===== config.mk =====
export PLATFORM = sky130hd
export DESIGN_NAME = layer_compositor_flat
export DESIGN_NICKNAME = d
export VERILOG_FILES = /design/src/rtl/compositor_pkg.sv /design/src/rtl/layer_compositor_if.sv /design/src/rtl/layer_prio_table.sv /design/src/rtl/layer_compositor.sv /design/src/flat_wrapper.sv
export SDC_FILE = /design/constraint.sdc
export NUM_CORES = 1
export LEC_CHECK = 0
export ABC_CLOCK_PERIOD_IN_PS = 3000
export BUFFER_PORTS_ARGS = -buffer_cell sky130_fd_sc_hd__buf_2
export CORE_MARGIN = 4
export CORE_UTILIZATION = 45
export CTS_CLUSTER_SIZE = 25
export DETAILED_ROUTE_END_ITERATION = 7
export PLACE_DENSITY = 0.69
export RECOVER_POWER = 25
export SLEW_MARGIN = 20
export SYNTH_ARGS = -nofsm -noshare
export SYNTH_HDL_FRONTEND = slang
export SYNTH_SLANG_ARGS = --single-unit

===== constraint.sdc =====
create_clock -name clk -period 3 [get_ports clk]
set_clock_uncertainty 0.05 [all_clocks]
set_input_delay 0.3 -clock clk [delete_from_list [all_inputs] [get_ports clk]]
set_output_delay 0.3 -clock clk [all_outputs]
set_load 0.01 [all_outputs]

===== src/rtl/compositor_pkg.sv =====
// Shared types for the layer compositor: priority-table storage, colour type,
// and the identity table used at reset.
package compositor_pkg;
   localparam int NUM_LAYERS_DEF = 6;
   localparam int LAYER_IDX_W    = $clog2(NUM_LAYERS_DEF);
   localparam int MAX_LAYERS     = 16;
   localparam int TBL_IDX_W      = $clog2(MAX_LAYERS);

   typedef logic [7:0] rgb_t;

   // Sized for the largest legal layer count; a build uses the low NUM_LAYERS slots.
   typedef logic [MAX_LAYERS-1:0][TBL_IDX_W-1:0] prio_table_t;

   function automatic prio_table_t identity_table();
      prio_table_t t;
      for (int i = 0; i < MAX_LAYERS; i++) t[i] = TBL_IDX_W'(i);
      return t;
   endfunction
endpackage


===== src/rtl/layer_compositor_if.sv =====
// Pixel stream, frame control and configuration bus of the layer compositor.
interface layer_compositor_if #(
   parameter int NUM_LAYERS = 6,
   parameter int RGB_W      = 8,
   parameter int IW         = $clog2(NUM_LAYERS)
);
   logic                             pixelValid;
   logic                             frameStart;
   logic [NUM_LAYERS-1:0]            drawReq;
   logic [NUM_LAYERS-1:0][RGB_W-1:0] layerRGB;
   logic [RGB_W-1:0]                 backGroundRGB;
   logic [NUM_LAYERS-1:0]            layerEnable;
   logic                             cfgWr;
   logic [IW-1:0]                    cfgSlot;
   logic [IW-1:0]                    cfgLayer;
   logic [RGB_W-1:0]                 RGBOut;
   logic                             RGBValid;
   logic [NUM_LAYERS-2:0]            collision;
   logic                             collisionPulse;

   modport master (
      output pixelValid, frameStart, drawReq, layerRGB, backGroundRGB,
             layerEnable, cfgWr, cfgSlot, cfgLayer,
      input  RGBOut, RGBValid, collision, collisionPulse
   );
   modport slave (
      input  pixelValid, frameStart, drawReq, layerRGB, backGroundRGB,
             layerEnable, cfgWr, cfgSlot, cfgLayer,
      output RGBOut, RGBValid, collision, collisionPulse
   );
endinterface


===== src/rtl/layer_prio_table.sv =====
// Pending/active priority tables and layer enables; pending is copied to active
// only at frameStart so a frame never changes order midway.
module layer_prio_table
   import compositor_pkg::*;
#(
   parameter int NUM_LAYERS = 6,
   parameter int IW         = $clog2(NUM_LAYERS)
) (
   input  logic                  clk,
   input  logic                  resetN,
   input  logic                  frameStart,
   input  logic                  cfgWr,
   input  logic [IW-1:0]         cfgSlot,
   input  logic [IW-1:0]         cfgLayer,
   input  logic [NUM_LAYERS-1:0] layerEnable,
   output prio_table_t           actTable,
   output logic [NUM_LAYERS-1:0] actEnable
);
   prio_table_t pendTable;
   logic        cfgOk;

   assign cfgOk = cfgWr && (int'(cfgSlot) < NUM_LAYERS) && (int'(cfgLayer) < NUM_LAYERS);

   always_ff @(posedge clk or negedge resetN) begin
      if (!resetN) begin
         pendTable <= identity_table();
         actTable  <= identity_table();
         actEnable <= '1;
      end else begin
         if (cfgOk) pendTable[cfgSlot] <= TBL_IDX_W'(cfgLayer);
         // Non-blocking read: a same-cycle write waits for the next frameStart.
         if (frameStart) begin
            actTable  <= pendTable;
            actEnable <= layerEnable;
         end
      end
   end
endmodule


===== src/rtl/layer_compositor.sv =====
// Two-stage layer compositor: keyed/enabled requests, then priority select.
// Define COLLISION_EN to build the per-frame layer-0 overlap detector.
module layer_compositor
   import compositor_pkg::*;
#(
   parameter int               NUM_LAYERS      = 6,
   parameter int               RGB_W           = 8,
   parameter logic [RGB_W-1:0] TRANSPARENT_KEY = 8'hFF
) (
   input logic               clk,
   input logic               resetN,
   layer_compositor_if.slave bus
);
   localparam int STAGES = 2;

   prio_table_t                      actTable;
   logic [NUM_LAYERS-1:0]            actEnable;
   logic [NUM_LAYERS-1:0]            eff0, eff1;
   logic [NUM_LAYERS-1:0][RGB_W-1:0] rgb1;
   logic [RGB_W-1:0]                 bg1, selRGB;
   logic [STAGES:1]                  vld_pipe;

   layer_prio_table #(.NUM_LAYERS(NUM_LAYERS)) u_tbl (
      .clk        (clk),
      .resetN     (resetN),
      .frameStart (bus.frameStart),
      .cfgWr      (bus.cfgWr),
      .cfgSlot    (bus.cfgSlot),
      .cfgLayer   (bus.cfgLayer),
      .layerEnable(bus.layerEnable),
      .actTable   (actTable),
      .actEnable  (actEnable)
   );

   for (genvar i = 0; i < NUM_LAYERS; i++) begin : g_eff
      assign eff0[i] = bus.drawReq[i] & actEnable[i] & (bus.layerRGB[i] != TRANSPARENT_KEY);
   end

   always_ff @(posedge clk or negedge resetN) begin
      if (!resetN) begin
         vld_pipe <= '0;
         eff1     <= '0;
         rgb1     <= '0;
         bg1      <= '0;
      end else begin
         vld_pipe <= {vld_pipe[STAGES-1:1], bus.pixelValid};
         eff1     <= eff0;
         rgb1     <= bus.layerRGB;
         bg1      <= bus.backGroundRGB;
      end
   end

   // Scan from the lowest priority upward so the lowest matching slot wins last.
   always_comb begin
      selRGB = bg1;
      for (int s = NUM_LAYERS-1; s >= 0; s--)
         for (int l = 0; l < NUM_LAYERS; l++)
            if (actTable[s] == TBL_IDX_W'(l) && eff1[l]) selRGB = rgb1[l];
   end

   always_ff @(posedge clk or negedge resetN) begin
      if (!resetN)          bus.RGBOut <= '0;
      else if (vld_pipe[1]) bus.RGBOut <= selRGB;
   end

   assign bus.RGBValid = vld_pipe[STAGES];

`ifdef COLLISION_EN
   logic [NUM_LAYERS-1:1] pendHit, hit1;

   assign hit1 = eff1[NUM_LAYERS-1:1] & {(NUM_LAYERS-1){eff1[0] & vld_pipe[1]}};

   // A hit in the frameStart cycle seeds the new frame's pending set.
   always_ff @(posedge clk or negedge resetN) begin
      if (!resetN) begin
         pendHit            <= '0;
         bus.collision      <= '0;
         bus.collisionPulse <= 1'b0;
      end else if (bus.frameStart) begin
         bus.collision      <= pendHit;
         bus.collisionPulse <= |pendHit;
         pendHit            <= hit1;
      end else begin
         bus.collisionPulse <= 1'b0;
         pendHit            <= pendHit | hit1;
      end
   end
`else
   assign bus.collision      = '0;
   assign bus.collisionPulse = 1'b0;
`endif
endmodule

===== src/flat_wrapper.sv =====
// flat-port wrapper written by rule: the top's interface ports become plain ports
module layer_compositor_flat import compositor_pkg::*;
#(
   parameter int               NUM_LAYERS      = 6,
   parameter int               RGB_W           = 8,
   parameter logic [RGB_W-1:0] TRANSPARENT_KEY = 8'hFF
)
  (clk, resetN, bus_pixelValid, bus_frameStart, bus_drawReq, bus_layerRGB, bus_backGroundRGB, bus_layerEnable, bus_cfgWr, bus_cfgSlot, bus_cfgLayer, bus_RGBOut, bus_RGBValid, bus_collision, bus_collisionPulse);
  layer_compositor_if #(.NUM_LAYERS(NUM_LAYERS), .RGB_W(RGB_W)) bus_i ();
  input logic clk;
  input logic resetN;
  input wire logic [$bits(bus_i.pixelValid)-1:0] bus_pixelValid;
  input wire logic [$bits(bus_i.frameStart)-1:0] bus_frameStart;
  input wire logic [$bits(bus_i.drawReq)-1:0] bus_drawReq;
  input wire logic [$bits(bus_i.layerRGB)-1:0] bus_layerRGB;
  input wire logic [$bits(bus_i.backGroundRGB)-1:0] bus_backGroundRGB;
  input wire logic [$bits(bus_i.layerEnable)-1:0] bus_layerEnable;
  input wire logic [$bits(bus_i.cfgWr)-1:0] bus_cfgWr;
  input wire logic [$bits(bus_i.cfgSlot)-1:0] bus_cfgSlot;
  input wire logic [$bits(bus_i.cfgLayer)-1:0] bus_cfgLayer;
  output wire logic [$bits(bus_i.RGBOut)-1:0] bus_RGBOut;
  output wire logic [$bits(bus_i.RGBValid)-1:0] bus_RGBValid;
  output wire logic [$bits(bus_i.collision)-1:0] bus_collision;
  output wire logic [$bits(bus_i.collisionPulse)-1:0] bus_collisionPulse;
  assign bus_i.pixelValid = bus_pixelValid;
  assign bus_i.frameStart = bus_frameStart;
  assign bus_i.drawReq = bus_drawReq;
  assign bus_i.layerRGB = bus_layerRGB;
  assign bus_i.backGroundRGB = bus_backGroundRGB;
  assign bus_i.layerEnable = bus_layerEnable;
  assign bus_i.cfgWr = bus_cfgWr;
  assign bus_i.cfgSlot = bus_cfgSlot;
  assign bus_i.cfgLayer = bus_cfgLayer;
  assign bus_RGBOut = bus_i.RGBOut;
  assign bus_RGBValid = bus_i.RGBValid;
  assign bus_collision = bus_i.collision;
  assign bus_collisionPulse = bus_i.collisionPulse;
  layer_compositor #(.NUM_LAYERS(NUM_LAYERS), .RGB_W(RGB_W), .TRANSPARENT_KEY(TRANSPARENT_KEY)) u_core (.clk(clk), .resetN(resetN), .bus(bus_i));
endmodule

==> flow_metrics.env, run 1 <==
export IMPL_nNetsFinal=982
export IMPL_wl_mm=28.17
export IMPL_synth_seq_cells=114
export IMPL_area_growth_synth_to_final_pct=25.77
export IMPL_final_cells=1127
export IMPL_finalSetupViolations=0
export IMPL_drc_errors=0
export IMPL_dr_first_iter_drc_count=1041
export IMPL_syn_area_per_cell_um2=9.383
export IMPL_cts_sinks=114
export IMPL_layout_common_cells="dfrtp_1 (94), nor2_1 (65), dlygate4sd3_1 (58), nand2_1 (56), clkbuf_1 (46)"
export IMPL_clkLatencyLatePin_ps=420
export IMPL_cts_tree="built"
export IMPL_wl_per_cell_um=25.00
export IMPL_maxCapViolations=0
export IMPL_clockPowerShare=0.342
export IMPL_yosysWarnings=0
export IMPL_grt_ovfl_total=0
export IMPL_cp_arrival_ps=2820
export IMPL_max_vdd_ir_drop_mv=0.5181
export IMPL_n_antenna_cell=0
export IMPL_cts_made_buffers=17
export IMPL_place_ws_ps=455.8
export IMPL_met1_length_mm=10.85
export IMPL_critPathMaxFanout=12
export IMPL_outcome="finished, final reports clean"
export IMPL_hold_viol_final=0
export IMPL_syn_inst=757
export IMPL_clk_path_buf_depth=2
export IMPL_synth_cell_types=70
export IMPL_synth_edff_count=0
export IMPL_boundaryPins=94
export IMPL_grt_pass1_vias=7489
export IMPL_relSlewSlack=0.5245
export IMPL_holdWs_ps=61.85
export IMPL_ctsResizeCount=0
export IMPL_gp_congestion=1.072
export IMPL_power_density_nw_per_um2=652.5
export IMPL_setup_ws_ps=409.2
export IMPL_final_util=0.5833
export IMPL_pwr_share_seq=0.381
export IMPL_min_path_type="input port to flop"
export IMPL_max_slew_worst_pin_slew_ps=706.9
export IMPL_critPathCaptureType="flop"
export IMPL_synth_area_um2=7103
export IMPL_vias=7378
export IMPL_port_buffers=87
export IMPL_fp_coreArea_um2=15310
export IMPL_switching_share=0.3543
export IMPL_worstPathRequired_ps=3230
export IMPL_die_w_um=133.6
export IMPL_final_common_cell="dfrtp_1"
export IMPL_drive_above_1_share=0.1943
export IMPL_combPwrFrac=0.277
export IMPL_switchingPower_mw=2.065
export IMPL_grt_max_degree=68
export IMPL_clkTransAtPathRegs_ps=60
export IMPL_synth_top_flop_cell="dfrtp_1"
export IMPL_setup_total_negative_slack_ps=0
export IMPL_final_area_um2=8934
export IMPL_finalCritPeriodShare=0.8636
export IMPL_grt_total_usage=0.3174
export IMPL_postRouteAntennaNets=0
export IMPL_dieArea_um2=17860
export IMPL_dpl_hpwl_mm=20.13
export IMPL_dp_cells=1037
export IMPL_ys_seq_area_frac=0.4051
export IMPL_placed_area_um2=7826
export IMPL_wl_met3_mm=2.996
export IMPL_rsz0062_at_grt="no"
export IMPL_fin_crit_ps=2591
export IMPL_die_y_um=133.6
export IMPL_finalPower_mw=5.829
export IMPL_met2_length_mm=12.78
export IMPL_async_flop_share=1.000
export IMPL_p_int_mw=3.764
export IMPL_row_count=45
export IMPL_antenna_found_initial=0
export IMPL_start_util=0.4638
export IMPL_criticalPathCategory="flop to flop"
export IMPL_max_freq_ghz=0.3860
export IMPL_dr_max_layer_used="met4"
export IMPL_via_per_inst=6.547
export IMPL_leakage_nw=3.571
export IMPL_maxSlewViolCount=0
export IMPL_grt_pass1_wl_mm=43.43
export IMPL_ctsRootBufferMaster="clkbuf_16"
export IMPL_cts_max_level=4
export IMPL_start_kind="flop"
export IMPL_drt_pass1_iter_count=7
## cell families (layout without fill, tap and decap cells)
| group | after synthesis | count (layout) | share of synthesized area |
|---|---|---|---|
| AND/OR/NAND/NOR | 269 | 269 | 0.2197 |
| multiplexers | 57 | 57 | 0.08772 |
| other | 1 | 6 | 0.0005279 |
| buffers and inverters | 69 | 223 | 0.04474 |
| flip-flops | 114 | 114 | 0.4051 |
| AO/OA/AOI/OAI | 247 | 247 | 0.2422 |
## sequential cells by signal (all words and copies together), names as in the netlist
| signal | count |
|---|---|
| u_core.u_tbl.pendTable | 18 |
| u_core.vld_pipe | 2 |
| u_core.bg1 | 8 |
| u_core.bus.RGBOut | 8 |
| u_core.eff1 | 6 |
| u_core.rgb1 | 48 |
| u_core.u_tbl.actTable | 18 |
| u_core.u_tbl.actEnable | 6 |
## per-layer routing
| layer | track usage | vias up |
|---|---|---|
| li1 | - | 3250 |
| met1 | 0.3941 | 3506 |
| met2 | 0.4977 | 510 |
| met3 | 0.09403 | 112 |
| met4 | 0.1731 | 0 |
| met5 | 0 | - |
## worst max-delay path: stages (launching register included)
cell and delay (ps):
dfrtp_1 500, nor4b_4 570, buf_4 240, mux2i_1 180, a211oi_1 90, o221ai_1 210
a21oi_1 120, o221ai_1 380, a2bb2oi_1 110
## power by group through the flow
stage / combinational [mW] / sequential [mW] / clock, mW
after floorplan: 1.16 / 2.00 / 0
after global placement: 1.51 / 2.22 / 0
after detailed placement: 1.51 / 2.22 / 0
after CTS: 1.57 / 2.20 / 2.01
after global routing: 1.74 / 2.25 / 2.08
final: 1.61 / 2.22 / 2.00
## synthesized netlist by cell type, types with 5 or more instances
cell type	number	share of area
a211oi_1	12	0.013
o211ai_1	7	0.0074
a22oi_1	23	0.024
mux2_2	42	0.067
mux2i_1	15	0.021
o221ai_1	10	0.012
dfstp_2	20	0.074
o21ai_0	28	0.020
nor3_1	22	0.016
nor4_1	9	0.0079
nor2_1	65	0.034
buf_2	10	0.0070
clkbuf_1	34	0.018
nand3_1	21	0.015
nand2_1	56	0.030
a211o_1	5	0.0062
a221oi_1	20	0.025
a21oi_1	43	0.030
a31oi_1	7	0.0062
inv_1	10	0.0053
nor2b_1	9	0.0079
nand2b_1	10	0.0088
buf_1	5	0.0026
o22ai_1	43	0.038
dfrtp_1	94	0.33
nor4bb_1	9	0.013
nand4_1	17	0.015
o211a_1	6	0.0085
nand4bb_1	8	0.013
nand4b_1	9	0.011
buf_4	6	0.0063
## final timing paths
check | startpoint | end | slack [ps] | depth (start not counted)
setup / recovery | u_core.u_tbl.actTable[21] | u_core.bus.RGBOut[1] | 410 | 8
hold / removal | bus_layerEnable[1] | u_core.u_tbl.actEnable[1] | 60 | 2
setup reg to reg | u_core.u_tbl.actTable[21] | u_core.bus.RGBOut[1] | 410 | 8
hold reg to reg | u_core.u_tbl.pendTable[12] | u_core.u_tbl.actTable[12] | 450 | 2
max in group asynchronous | resetN | u_core.u_tbl.actEnable[2] | 1650 | 3
min in group asynchronous | resetN | u_core.u_tbl.pendTable[0] | 410 | 2
## area by class of cell
class,count,area (um^2)
Tap cell,211,264.0
Multi-Input combinational cell,579,3926
Clock buffer,18,439.2
Timing Repair Buffer,181,1244
Fill cell,1352,6381
Inverter,10,37.54
Clock inverter,14,145.1
Sequential cell,114,2878
## repair_timing
item / 4_1_cts / 5_1_grt
buffers inserted: 0 / 0
hold buffers: 58 / 0
endpoints found under the hold margin: 100 / 0
Note: power is estimated with default switching activity, not from simulation.
==> inputs of run 2 (changes only) <==
--- a/config.mk
+++ b/config.mk
@@ -7,10 +7,11 @@
 export LEC_CHECK = 0
 export ABC_CLOCK_PERIOD_IN_PS = 3000
 export BUFFER_PORTS_ARGS = -buffer_cell sky130_fd_sc_hd__buf_2
-export CORE_MARGIN = 4
+export CORE_MARGIN = 2
 export CORE_UTILIZATION = 45
 export CTS_CLUSTER_SIZE = 25
 export DETAILED_ROUTE_END_ITERATION = 7
+export GPL_ROUTABILITY_DRIVEN = 0
 export PLACE_DENSITY = 0.69
 export RECOVER_POWER = 25
 export SLEW_MARGIN = 20
==> run 2 against run 1 <==
  * Sequential cell count unchanged
  * Clock power up 6%
  * Die area down 5.9%
  * Critical path type unchanged
  * Largest cell class unchanged
==> flow_metrics.env, run 2 (synthesis results as in run 1) <==
export IMPL_criticalPathCategory="flop to flop"
export IMPL_final_common_cell="dfrtp_1"
export IMPL_cts_sinks=114
export IMPL_rsz0062_at_grt="no"
export IMPL_ctsRootBufferMaster="clkbuf_16"
export IMPL_dr_first_iter_drc_count=1258
export IMPL_ctsResizeCount=0
export IMPL_placed_area_um2=7759
export IMPL_finalCritPeriodShare=0.8877
export IMPL_via_per_inst=6.585
export IMPL_wl_mm=26.06
export IMPL_min_path_type="input port to flop"
export IMPL_top_regs="u_core.rgb1 x48, u_core.u_tbl.actTable x18, u_core.u_tbl.pendTable x18"
export IMPL_max_vdd_ir_drop_mv=0.4661
export IMPL_hold_viol_final=0
export IMPL_cts_made_buffers=17
export IMPL_ctsHoldBuffers=58
export IMPL_critPathMaxFanout=12
export IMPL_clkLatencyLatePin_ps=420
export IMPL_nNetsFinal=973
export IMPL_area_growth_synth_to_final_pct=25.44
export IMPL_power_density_nw_per_um2=663.7
export IMPL_critPathCaptureType="flop"
export IMPL_clkTransAtPathRegs_ps=50
export IMPL_die_w_um=129.6
export IMPL_regMostFlops="u_core.rgb1"
export IMPL_finalSetupViolations=0
export IMPL_switchingPower_mw=1.975
export IMPL_dr_max_layer_used="met4"
export IMPL_combPwrFrac=0.264
export IMPL_outcome="finished, final reports clean"
export IMPL_largest_register_ffs=48
export IMPL_leakage_nw=3.556
export IMPL_wl_per_cell_um=23.31
export IMPL_grt_pass1_wl_mm=40.21
export IMPL_drt_pass1_iter_count=8
export IMPL_maxCapViolations=0
export IMPL_max_freq_ghz=0.3755
export IMPL_layout_common_cells="dfrtp_1 (94), nor2_1 (65), dlygate4sd3_1 (58), nand2_1 (56), buf_2 (45)"
export IMPL_maxSlewViolCount=0
export IMPL_relSlewSlack=0.5367
export IMPL_grt_pass1_vias=7164
export IMPL_clk_path_buf_depth=2
export IMPL_n_antenna_cell=0
export IMPL_holdWs_ps=61.64
export IMPL_vias=7362
export IMPL_clockPowerShare=0.360
export IMPL_cts_setup_buffers=0
export IMPL_fp_coreArea_um2=15310
export IMPL_postRouteAntennaNets=0
export IMPL_row_count=45
export IMPL_met1_length_mm=9.765
export IMPL_port_buffers=87
export IMPL_switching_share=0.3340
export IMPL_p_int_mw=3.938
export IMPL_wl_met3_mm=3.024
export IMPL_final_area_um2=8910
export IMPL_drc_errors=0
export IMPL_fin_crit_ps=2663
export IMPL_boundaryPins=94
export IMPL_worstPathRequired_ps=3290
export IMPL_dieArea_um2=16810
export IMPL_grt_ovfl_total=0
export IMPL_met2_length_mm=11.89
export IMPL_start_kind="flop"
export IMPL_cp_arrival_ps=2960
export IMPL_start_util=0.4638
export IMPL_pwr_share_seq=0.377
export IMPL_antenna_found_initial=0
export IMPL_max_slew_worst_pin_slew_ps=694.9
export IMPL_cts_max_level=4
export IMPL_grt_total_usage=0.3167
export IMPL_dpl_hpwl_mm=18.25
export IMPL_die_y_um=129.6
export IMPL_setup_total_negative_slack_ps=0
export IMPL_cts_tree="built"
export IMPL_grt_max_degree=68
export IMPL_drive_above_1_share=0.1907
export IMPL_final_util=0.5818
run 2: changes by cell type in the layout (fill, tap and decap cells not counted), moves of 2 or more:
cell       delta
inv_6         -3
clkbuf_8      +2
buf_4         -9
clkbuf_1      -4
bufinv_16     +2
buf_2         +5
inv_8         -2
clkinv_4      -2
run 2: cell type report:
cell class                 count  area, um^2
sequential                   114        2878
multi-input combinational    579        3926
timing repair buffer         172        1182
clock inverter                11       151.4
fill                        1359        6405
inverter                      10       37.54
tap                          211       264.0
clock buffer                  21       470.5
run 2: power groups by stage:
stage	clock network (mW)	logic, mW	registers, mW
floorplan	0	1.16	2.00
global placement	0	1.44	2.22
detailed placement	0	1.45	2.23
CTS	2.15	1.52	2.21
global route	2.21	1.68	2.26
finish	2.13	1.56	2.23
run 2: path summary, 6_finish.rpt:
| path | startpoint | to | slack [ps] | cells after the start |
|---|---|---|---|---|
| worst min register to register | u_core.u_tbl.pendTable[10] | u_core.u_tbl.actTable[10] | 420 | 2 |
| worst min-delay path | bus_layerEnable[5] | u_core.u_tbl.actEnable[5] | 60 | 2 |
| worst max register to register | u_core.eff1[0] | u_core.bus.RGBOut[7] | 340 | 7 |
| max in group asynchronous | resetN | u_core.u_tbl.actEnable[3] | 1680 | 3 |
| min in group asynchronous | resetN | u_core.u_tbl.pendTable[6] | 410 | 2 |
| worst max-delay path | u_core.eff1[0] | u_core.bus.RGBOut[7] | 340 | 7 |
run 2: through the flow:
stage                     worst slack [ps]  total power [mW]  cells
after floorplan                      820.7             3.160    762
after global placement               431.0             3.660   1028
after detailed placement             468.0             3.678   1028
after CTS                            383.2             5.870   1118
after global routing                 203.9             6.142   1118
final                                336.9             5.913   1118
run 2: worst max-delay path: stages (launching register included):
cell,delay (ps)
dfrtp_1,580
nor4b_4,540
mux2i_1,180
a2111oi_2,420
a221oi_1,110
nor4b_2,330
o221ai_1,200
a21oi_1,180
run 2: routing by layer:
metal  vias to the layer above  track usage
met5                         -            0
met1                      3423       0.3983
met2                       585       0.4965
li1                       3231            -
met4                         0       0.1708
met3                       123      0.08836
